## src/rtl/hazard_ctrl_pkg.sv

```systemverilog
// Shared types for the pipeline hazard scheduler.
// Stage control bundle, scheduler states and counter helpers.
package hazard_ctrl_pkg;

  localparam int unsigned REG_AW = 5;

  typedef struct packed {
    logic stall;
    logic squash;
  } stage_ctrl_t;

  typedef enum logic [1:0] {
    RUN      = 2'd0,
    MEM_WAIT = 2'd1,
    REDIRECT = 2'd2
  } hazard_state_e;

  localparam stage_ctrl_t CTRL_RUN = '{stall: 1'b0, squash: 1'b0};
  localparam stage_ctrl_t CTRL_STL = '{stall: 1'b1, squash: 1'b0};
  localparam stage_ctrl_t CTRL_SQH = '{stall: 1'b0, squash: 1'b1};

  function automatic logic [31:0] sat_inc32(input logic [31:0] v);
    return (&v) ? v : v + 32'd1;
  endfunction

endpackage

```

## src/rtl/hazard_ctrl_load_use_detect.sv

```systemverilog
// Load-use detector: flags a decode source register produced by
// a load still sitting in execute.
module hazard_ctrl_load_use_detect
  import hazard_ctrl_pkg::*;
(
  input  logic              id_valid_i,
  input  logic              id_rs1_used_i,
  input  logic [REG_AW-1:0] id_rs1_i,
  input  logic              id_rs2_used_i,
  input  logic [REG_AW-1:0] id_rs2_i,
  input  logic              ex_valid_i,
  input  logic              ex_mem_read_i,
  input  logic [REG_AW-1:0] ex_rd_i,
  output logic              hazard_o
);

  logic ld_live;
  logic rs1_hit;
  logic rs2_hit;

  always_comb begin
    ld_live  = ex_valid_i & ex_mem_read_i
             & (ex_rd_i != '0) & id_valid_i;
    rs1_hit  = id_rs1_used_i & (id_rs1_i == ex_rd_i);
    rs2_hit  = id_rs2_used_i & (id_rs2_i == ex_rd_i);
    hazard_o = ld_live & (rs1_hit | rs2_hit);
  end

endmodule

```

## src/rtl/hazard_ctrl.sv

```systemverilog
// Central 5-stage pipeline scheduler: mem wait, redirect, load-use.
// Optional perf counters when HAZARD_PERF_CNT_EN is defined.
module hazard_ctrl
  import hazard_ctrl_pkg::*;
#(
  parameter int unsigned MEM_TIMEOUT      = 64,
  parameter int unsigned REDIRECT_BUBBLES = 1
) (
  input  logic              clk_i,
  input  logic              rst_i,
  input  logic              id_valid_i,
  input  logic              id_rs1_used_i,
  input  logic [REG_AW-1:0] id_rs1_i,
  input  logic              id_rs2_used_i,
  input  logic [REG_AW-1:0] id_rs2_i,
  input  logic              ex_valid_i,
  input  logic              ex_mem_read_i,
  input  logic [REG_AW-1:0] ex_rd_i,
  input  logic              ex_redirect_i,
  input  logic              mem_valid_i,
  input  logic              mem_req_i,
  input  logic              dmem_rvalid_i,
  output stage_ctrl_t       fetch_ctrl_o,
  output stage_ctrl_t       decode_ctrl_o,
  output stage_ctrl_t       execute_ctrl_o,
  output stage_ctrl_t       memory_ctrl_o,
  output stage_ctrl_t       wb_ctrl_o,
  output logic              err_o
`ifdef HAZARD_PERF_CNT_EN
  ,
  output logic [31:0]       stall_cycles_o,
  output logic [31:0]       load_use_cnt_o,
  output logic [31:0]       redirect_cnt_o
`endif
);

  localparam int unsigned WCW =
    (MEM_TIMEOUT > 0) ? $clog2(MEM_TIMEOUT + 1) : 1;
  localparam logic [WCW-1:0] WC_LAST =
    WCW'((MEM_TIMEOUT > 0) ? MEM_TIMEOUT - 1 : 0);
  localparam logic [2:0] RB_LOAD = 3'(REDIRECT_BUBBLES);

  hazard_state_e  state_q, state_d;
  logic [WCW-1:0] wait_cnt_q, wait_cnt_d;
  logic [2:0]     bubble_cnt_q, bubble_cnt_d;

  logic lu_hazard;
  logic mem_wait;
  logic timeout;
  logic redir;
  logic lu_act;

  hazard_ctrl_load_use_detect u_lud (
    .id_valid_i    (id_valid_i),
    .id_rs1_used_i (id_rs1_used_i),
    .id_rs1_i      (id_rs1_i),
    .id_rs2_used_i (id_rs2_used_i),
    .id_rs2_i      (id_rs2_i),
    .ex_valid_i    (ex_valid_i),
    .ex_mem_read_i (ex_mem_read_i),
    .ex_rd_i       (ex_rd_i),
    .hazard_o      (lu_hazard)
  );

  always_comb begin
    state_d        = state_q;
    wait_cnt_d     = wait_cnt_q;
    bubble_cnt_d   = bubble_cnt_q;
    fetch_ctrl_o   = CTRL_RUN;
    decode_ctrl_o  = CTRL_RUN;
    execute_ctrl_o = CTRL_RUN;
    memory_ctrl_o  = CTRL_RUN;
    wb_ctrl_o      = CTRL_RUN;
    err_o          = 1'b0;

    // Inside MEM_WAIT only rvalid matters; elsewhere a new access may start a wait.
    if (state_q == MEM_WAIT) begin
      mem_wait = ~dmem_rvalid_i;
    end else begin
      mem_wait = mem_valid_i & mem_req_i & ~dmem_rvalid_i;
    end
    timeout = mem_wait & (MEM_TIMEOUT != 0)
            & (wait_cnt_q == WC_LAST);
    redir   = ex_valid_i & ex_redirect_i & ~mem_wait;
    lu_act  = lu_hazard & ~mem_wait & ~redir;

    unique case (1'b1)
      mem_wait: begin
        fetch_ctrl_o   = CTRL_STL;
        decode_ctrl_o  = CTRL_STL;
        execute_ctrl_o = CTRL_STL;
        wb_ctrl_o      = CTRL_SQH;
        bubble_cnt_d   = '0;
        if (timeout) begin
          memory_ctrl_o = CTRL_SQH;
          err_o         = 1'b1;
          state_d       = RUN;
          wait_cnt_d    = '0;
        end else begin
          memory_ctrl_o = CTRL_STL;
          state_d       = MEM_WAIT;
          if (!(&wait_cnt_q)) begin
            wait_cnt_d = wait_cnt_q + 1'b1;
          end
        end
      end
      redir: begin
        fetch_ctrl_o  = CTRL_SQH;
        decode_ctrl_o = CTRL_SQH;
        wait_cnt_d    = '0;
        if (REDIRECT_BUBBLES > 0) begin
          state_d      = REDIRECT;
          bubble_cnt_d = RB_LOAD;
        end else begin
          state_d      = RUN;
          bubble_cnt_d = '0;
        end
      end
      default: begin
        state_d    = RUN;
        wait_cnt_d = '0;
        if (state_q == REDIRECT) begin
          fetch_ctrl_o = CTRL_SQH;
          if (bubble_cnt_q > 3'd1) begin
            state_d      = REDIRECT;
            bubble_cnt_d = bubble_cnt_q - 3'd1;
          end else begin
            bubble_cnt_d = '0;
          end
        end
        // Fetch output is already a bubble while draining a redirect.
        if (lu_act) begin
          if (state_q != REDIRECT) begin
            fetch_ctrl_o = CTRL_STL;
          end
          decode_ctrl_o  = CTRL_STL;
          execute_ctrl_o = CTRL_SQH;
        end
      end
    endcase

    if (rst_i) begin
      state_d        = RUN;
      wait_cnt_d     = '0;
      bubble_cnt_d   = '0;
      fetch_ctrl_o   = CTRL_SQH;
      decode_ctrl_o  = CTRL_SQH;
      execute_ctrl_o = CTRL_SQH;
      memory_ctrl_o  = CTRL_SQH;
      wb_ctrl_o      = CTRL_SQH;
      err_o          = 1'b0;
    end
  end

  always_ff @(posedge clk_i) begin
    if (rst_i) begin
      state_q      <= RUN;
      wait_cnt_q   <= '0;
      bubble_cnt_q <= '0;
    end else begin
      state_q      <= state_d;
      wait_cnt_q   <= wait_cnt_d;
      bubble_cnt_q <= bubble_cnt_d;
    end
  end

`ifdef HAZARD_PERF_CNT_EN
  logic [31:0] stall_cycles_q, stall_cycles_d;
  logic [31:0] load_use_cnt_q, load_use_cnt_d;
  logic [31:0] redirect_cnt_q, redirect_cnt_d;
  logic        any_stall;

  always_comb begin
    any_stall = fetch_ctrl_o.stall | decode_ctrl_o.stall
              | execute_ctrl_o.stall | memory_ctrl_o.stall
              | wb_ctrl_o.stall;
    stall_cycles_d = stall_cycles_q;
    load_use_cnt_d = load_use_cnt_q;
    redirect_cnt_d = redirect_cnt_q;
    if (any_stall) begin
      stall_cycles_d = sat_inc32(stall_cycles_q);
    end
    if (lu_act) begin
      load_use_cnt_d = sat_inc32(load_use_cnt_q);
    end
    if (redir) begin
      redirect_cnt_d = sat_inc32(redirect_cnt_q);
    end
  end

  always_ff @(posedge clk_i) begin
    if (rst_i) begin
      stall_cycles_q <= '0;
      load_use_cnt_q <= '0;
      redirect_cnt_q <= '0;
    end else begin
      stall_cycles_q <= stall_cycles_d;
      load_use_cnt_q <= load_use_cnt_d;
      redirect_cnt_q <= redirect_cnt_d;
    end
  end

  assign stall_cycles_o = stall_cycles_q;
  assign load_use_cnt_o = load_use_cnt_q;
  assign redirect_cnt_o = redirect_cnt_q;
`endif

endmodule

```

## config.mk

```make
export PLATFORM = sky130hd
export DESIGN_NAME = hazard_ctrl
export DESIGN_NICKNAME = d
export VERILOG_FILES = /design/src/rtl/hazard_ctrl_pkg.sv /design/src/rtl/hazard_ctrl_load_use_detect.sv /design/src/rtl/hazard_ctrl.sv
export SDC_FILE = /design/constraint.sdc
export NUM_CORES = 1
export LEC_CHECK = 0
export BUFFER_PORTS_ARGS = -buffer_cell sky130_fd_sc_hd__clkbuf_2
export CAP_MARGIN = 25
export CORE_ASPECT_RATIO = 0.9
export CORE_MARGIN = 2
export CORE_UTILIZATION = 35
export CTS_BUF_LIST = sky130_fd_sc_hd__clkbuf_16
export DETAILED_ROUTE_END_ITERATION = 8
export PLACE_DENSITY = 0.65
export SYNTH_ARGS = -nofsm -noshare
export SYNTH_HDL_FRONTEND = slang
export SYNTH_HIERARCHICAL = 1
export SYNTH_SLANG_ARGS = --single-unit
export TNS_END_PERCENT = 1
```

## constraint.sdc

```tcl
create_clock -name clk_i -period 2.1 [get_ports clk_i]
set_clock_uncertainty 0.1 [all_clocks]
set_input_delay 0.42 -clock clk_i [delete_from_list [all_inputs] [get_ports clk_i]]
set_output_delay 0.42 -clock clk_i [all_outputs]
set_load 0.03 [all_outputs]
```

==> metrics.yaml, run 1 <==
status: "finished, violations left"
violations: "setup timing"
crit_required_ns: 1.58
fillers: 221
max_cap_violations: 0
dp.cells: 168
dp_hpwl_mm: 1.63
grt_pass1_wl_mm: 3.17
finalNonFillerCells: 171
antenna_found_initial: 0
finalPower_w: 0.000702
cts_setup_buffers: 0
fin_util_pct: 54.5
hp-class: "flip-flop to flip-flop"
synthCells: 102
ys_warn_count: 6
ant_nets: 0
synth_cell_type_count: 37
antenna_cells: 0
path_max_fanout: 2
grt_pass1_vias: 769
arrival_ns: 1.70
layout-drive-gt1-share_pct: 41.0
wl_mm: 2.03
avgSynthCellArea_um2: 8.03
num_vias: 879
initial_utilization_pct: 37.2
synth_edf_count: 0
drv_slew: 0
cts_buffers: 3
p_switching_w: 0.000167
grt.overflow.total: 0
power.internal_w: 0.000536
vdd_ir_drop_max_mv: 0.553
synth_nets: 130
critical_path_class: "primary input to output pin"
syn_area_um2: 820
combinationalPowerShare_pct: 17.6
swShare_pct: 23.7
place_congestion: 0.762
post_drt_wl_per_cell_um: 11.9
routed_via_density: 5.14
register_area_um2: 243
p_seq_share_pct: 33.6
clkPwrFrac_pct: 48.8
cts_sinks: 12
synth_seq_cells: 12
clockRootBuffer: "clkbuf_16"
end_kind: "output pin"
cts_buffer_depth: 2
cts_tree: "built"
drc_errors: 0
setup_slack_ns: -0.115
core_area_mm2: 0.00220
area_delta_synth_final_pct: 46.4
io_pins: 37
finalNetCount: 174
die_area_mm2: 0.00275
p_per_area_mw_per_mm2: 585
cts-htree-levels: 1
tns_ns: -0.296
clkTransAtPathRegs_ns: 0.04
place_worst_setup_slack_ns: -0.202
multi_input_area_um2: 572
core.rowCount: 16
setup_viol: 3
fmax_mhz: 451
rsz0062_at_grt: "true"
ys.flop_type: "dfxtp_1"
drtIter0Drc: 14
async_flop_share_pct: 0
grt_max_degree: 12
die_w_um: 55.0
hold_violations: 0
leakage_nw: 0.530
fin_crit_sh_pct: 105
startpoint_type: "primary input"
port_buffers: 35
min_period_ns: 2.22
die_y_um: 49.9
drt_pass1_iterations: 4
seq_area_frac_synth_pct: 29.3
grt_usage_pct: 16.1
clkLatencyLatePin_ns: 0.24
layer usage:
| metal | global-route usage [%] | up-vias | wire length [um] |
|---|---|---|---|
| met4 | 6.10 | 0 | 19 |
| met5 | 0 | - | 0 |
| met2 | 28.2 | 23 | 1020 |
| li1 | - | 457 | - |
| met1 | 17.7 | 395 | 890 |
| met3 | 4.55 | 4 | 107 |
registers in the layout (all words and copies together), names as in the netlist:
name          count
bubble_cnt_q      3
state_q           2
wait_cnt_q        7
placed cells by master (no fill, tap or decap), types with 3 or more instances in the layout:
cell       count
o21ai_0        3
a21oi_1        7
nand3_1        4
nand2_1        7
clkbuf_16      3
a21o_1         5
inv_1          5
buf_4         11
nor4_1         5
xor2_1         8
dfxtp_1       10
clkbuf_2      30
nor2_1         7
nand4_1        3
logic make-up (layout without fill, tap and decap cells):
group	Yosys count	count (layout)	synth area share (%)
AND/OR/NAND/NOR	42	42	30.2
AO/OA/AOI/OAI	25	25	20.3
flip-flops	12	12	29.3
XOR/XNOR	10	10	10.7
buffers and inverters	10	52	5.95
adder cells (fa/ha/maj)	2	2	3.05
other	1	1	0.458
worst paths after layout:
kind                       end       startpoint  slack [ns]  depth (start not counted)
max reg2reg    bubble_cnt_q[2]  bubble_cnt_q[1]        0.57                          5
min reg2reg    bubble_cnt_q[0]  bubble_cnt_q[0]        0.40                          2
min            bubble_cnt_q[0]  bubble_cnt_q[0]        0.40                          2
max          execute_ctrl_o[0]       ex_rd_i[1]       -0.12                          8
worst max-delay path, stage by stage:
cell and delay (ns):
clkbuf_2 0.10, xor2_1 0.15, nor4_1 0.32, nand3_1 0.13
a21oi_2 0.16, nand2_1 0.09, o21bai_1 0.14, buf_4 0.18
metrics by stage:
| step | instance area, um2 | hold WS [ns] |
|---|---|---|
| 6_report | 1200 | 0.399 |
| 4_1_cts | 1180 | 0.395 |
| 2_1_floorplan | 826 | 0.374 |
| 3_3_place_gp | 1070 | 0.382 |
| 3_5_place_dp | 1070 | 0.387 |
| 5_1_grt | 1200 | 0.417 |
power by group through the flow:
stage	clock network, W	logic (W)	registers (W)
after floorplan	0	0.0000661	0.000239
after global placement	0	0.000115	0.000239
final	0.000343	0.000124	0.000236
after CTS	0.000354	0.000120	0.000236
after detailed placement	0	0.000117	0.000239
after global routing	0.000365	0.000137	0.000236
layout make-up:
class / count / area share [%]
clock buffers: 3 / 6.26
inverters: 6 / 1.88
multi-input cells: 80 / 47.7
flip-flops and latches: 12 / 20.2
well taps: 27 / 2.82
repair buffers: 43 / 21.2
Yosys cell counts (all sizes together) (3+ instances only):
cell type,n,area share (%)
dfxtp,12,29
a21oi,9,5.5
xor2,8,8.5
nand2,7,3.2
nor2,7,3.2
nor4,7,5.3
inv,6,2.7
a21o,5,4.6
nand3,4,2.4
nand2b,3,3.2
nand4,3,2.3
o21ai,3,1.8
timing repair:
action,CTS,global route
pin swaps,5,0
gates cloned,0,0
setup endpoints to repair,5,6
hold buffers,0,0
resized for setup,10,9
No activity file was read; power rests on OpenSTA's default activity.
==> inputs of run 2 (changes only) <==
--- a/config.mk
+++ b/config.mk
@@ -7,12 +7,14 @@
 export LEC_CHECK = 0
 export BUFFER_PORTS_ARGS = -buffer_cell sky130_fd_sc_hd__clkbuf_2
 export CAP_MARGIN = 25
+export CELL_PAD_IN_SITES_DETAIL_PLACEMENT = 2
+export CELL_PAD_IN_SITES_GLOBAL_PLACEMENT = 2
 export CORE_ASPECT_RATIO = 0.9
 export CORE_MARGIN = 2
-export CORE_UTILIZATION = 35
+export CORE_UTILIZATION = 24
 export CTS_BUF_LIST = sky130_fd_sc_hd__clkbuf_16
 export DETAILED_ROUTE_END_ITERATION = 8
-export PLACE_DENSITY = 0.65
+export PLACE_DENSITY = 0.79
 export SYNTH_ARGS = -nofsm -noshare
 export SYNTH_HDL_FRONTEND = slang
 export SYNTH_HIERARCHICAL = 1
==> run 2 against run 1 <==
The run still ends with setup timing left. Clock-buffer cell count is the same. Die area grew 42%. Routed wire length grew 42%. Flip-flop and latch count is the same. Global-route usage shrank 0.098 points. Critical path type unchanged. Critical endpoint unchanged. Highest routed layer unchanged.
==> metrics.yaml, run 2 (synthesis gave the netlist of run 1 again) <==
status: "finished, violations left"
violations: "setup timing"
cts_buffers: 3
place_congestion: 0.762
num_vias: 916
port_buffers: 35
clkTransAtPathRegs_ns: 0.05
crit_required_ns: 1.58
multi_input_area_um2: 578
ant_nets: 0
clockRootBuffer: "clkbuf_16"
core_area_mm2: 0.00333
wl_mm: 2.89
startpoint_type: "primary input"
register_area_um2: 243
routed_via_density: 4.87
antenna_cells: 0
finalNonFillerCells: 188
grt.overflow.total: 0
largest_register: "wait_cnt_q"
tns_ns: -0.318
cts_tree: "built"
grt_pass1_wl_mm: 4.69
hold_violations: 0
grt_usage_pct: 16.0
drv_slew: 0
setup_viol: 3
cts_buffer_depth: 2
dp_hpwl_mm: 2.36
leakage_nw: 0.530
die_y_um: 59.4
drc_errors: 0
fin_crit_sh_pct: 105
final_cell_mix: "clkbuf_2 (28), dfxtp_1 (10), buf_4 (9)"
cts_setup_buffers: 0
arrival_ns: 1.69
hp-class: "flip-flop to flip-flop"
io_pins: 37
layout-drive-gt1-share_pct: 41.0
grt_pass1_vias: 987
drtIter0Drc: 8
fillers: 397
largest_reg_flops: 7
initial_utilization_pct: 24.6
critical_path_class: "primary input to output pin"
core.rowCount: 20
reg_top3: "wait_cnt_q x7, bubble_cnt_q x3, state_q x2"
end_kind: "output pin"
vdd_ir_drop_max_mv: 0.430
finalInstanceArea_mm2: 0.00123
post_drt_wl_per_cell_um: 15.4
clkLatencyLatePin_ns: 0.24
dp.cells: 184
mostFrequentLayoutCell: "clkbuf_2"
fmax_mhz: 452
grt_max_degree: 12
place_worst_setup_slack_ns: -0.225
p_per_area_mw_per_mm2: 591
path_max_fanout: 3
hold_buffers: 0
die_area_mm2: 0.00390
finalNetCount: 173
rsz0062_at_grt: "true"
setup_slack_ns: -0.114
cts-htree-levels: 1
die_w_um: 65.6
drt_pass1_iterations: 2
antenna_found_initial: 0
area_delta_synth_final_pct: 50.2
place_area_mm2: 0.00108
max_cap_violations: 0
cts_sinks: 12
min_period_ns: 2.21
## run 2: cell count changes in the layout (fill, tap and decap cells not counted), sizes merged
cell	before	now
clkinv	0	1
clkbuf	35	32
buf	11	13
## run 2: worst paths after layout
path | cells after the start | slack [ns] | startpoint | to
max | 7 | -0.11 | ex_rd_i[4] | execute_ctrl_o[0]
min | 2 | 0.42 | bubble_cnt_q[0] | bubble_cnt_q[0]
max reg2reg | 5 | 0.53 | bubble_cnt_q[0] | bubble_cnt_q[2]
min reg2reg | 2 | 0.42 | bubble_cnt_q[0] | bubble_cnt_q[0]
## run 2: routing by layer
metal  vias up  global-route usage (%)  share of wire, %
li1        452                       -                 -
met1       439                    18.0                39
met2        20                    30.3                56
met3         5                    3.61               4.6
met4         0                    4.46              0.97
met5         -                       0                 0
## run 2: per-stage QoR
step                      hold WS, ns  total power [W]  util [%]
after floorplan                 0.374         0.000305         -
after global placement          0.382         0.000355      32.5
after detailed placement        0.414         0.000361      32.5
after CTS                       0.425         0.000726      35.8
after global routing            0.452         0.000758      37.0
final                           0.418         0.000727      37.0
## run 2: area by class of cell
type,instances,share of cell area (%)
Clock buffer,3,6.10
Tap cell,44,4.47
Timing Repair Buffer,42,20.6
Inverter,6,1.83
Clock inverter,1,0.305
Sequential cell,12,19.7
Multi-Input combinational cell,80,47.0
## run 2: worst max-delay path: stages
cell,delay (ns)
clkbuf_2,0.13
or4_1,0.52
o2111ai_1,0.22
a21oi_2,0.06
nand2_1,0.08
o21bai_1,0.07
buf_4,0.18
## run 2: what timing repair did
| item | CTS | global route |
|---|---|---|
| pin swaps | 9 | 8 |
| setup endpoints to repair | 6 | 6 |
| hold endpoints to repair | 0 | 0 |
| resized for setup | 9 | 16 |
## run 2: where the power goes
group,internal (W),switching [W],leakage [nW]
sequential,0.000232,0.00000373,0.0981
combinational,0.0000561,0.0000734,0.393
clock,0.000252,0.000110,0.0385
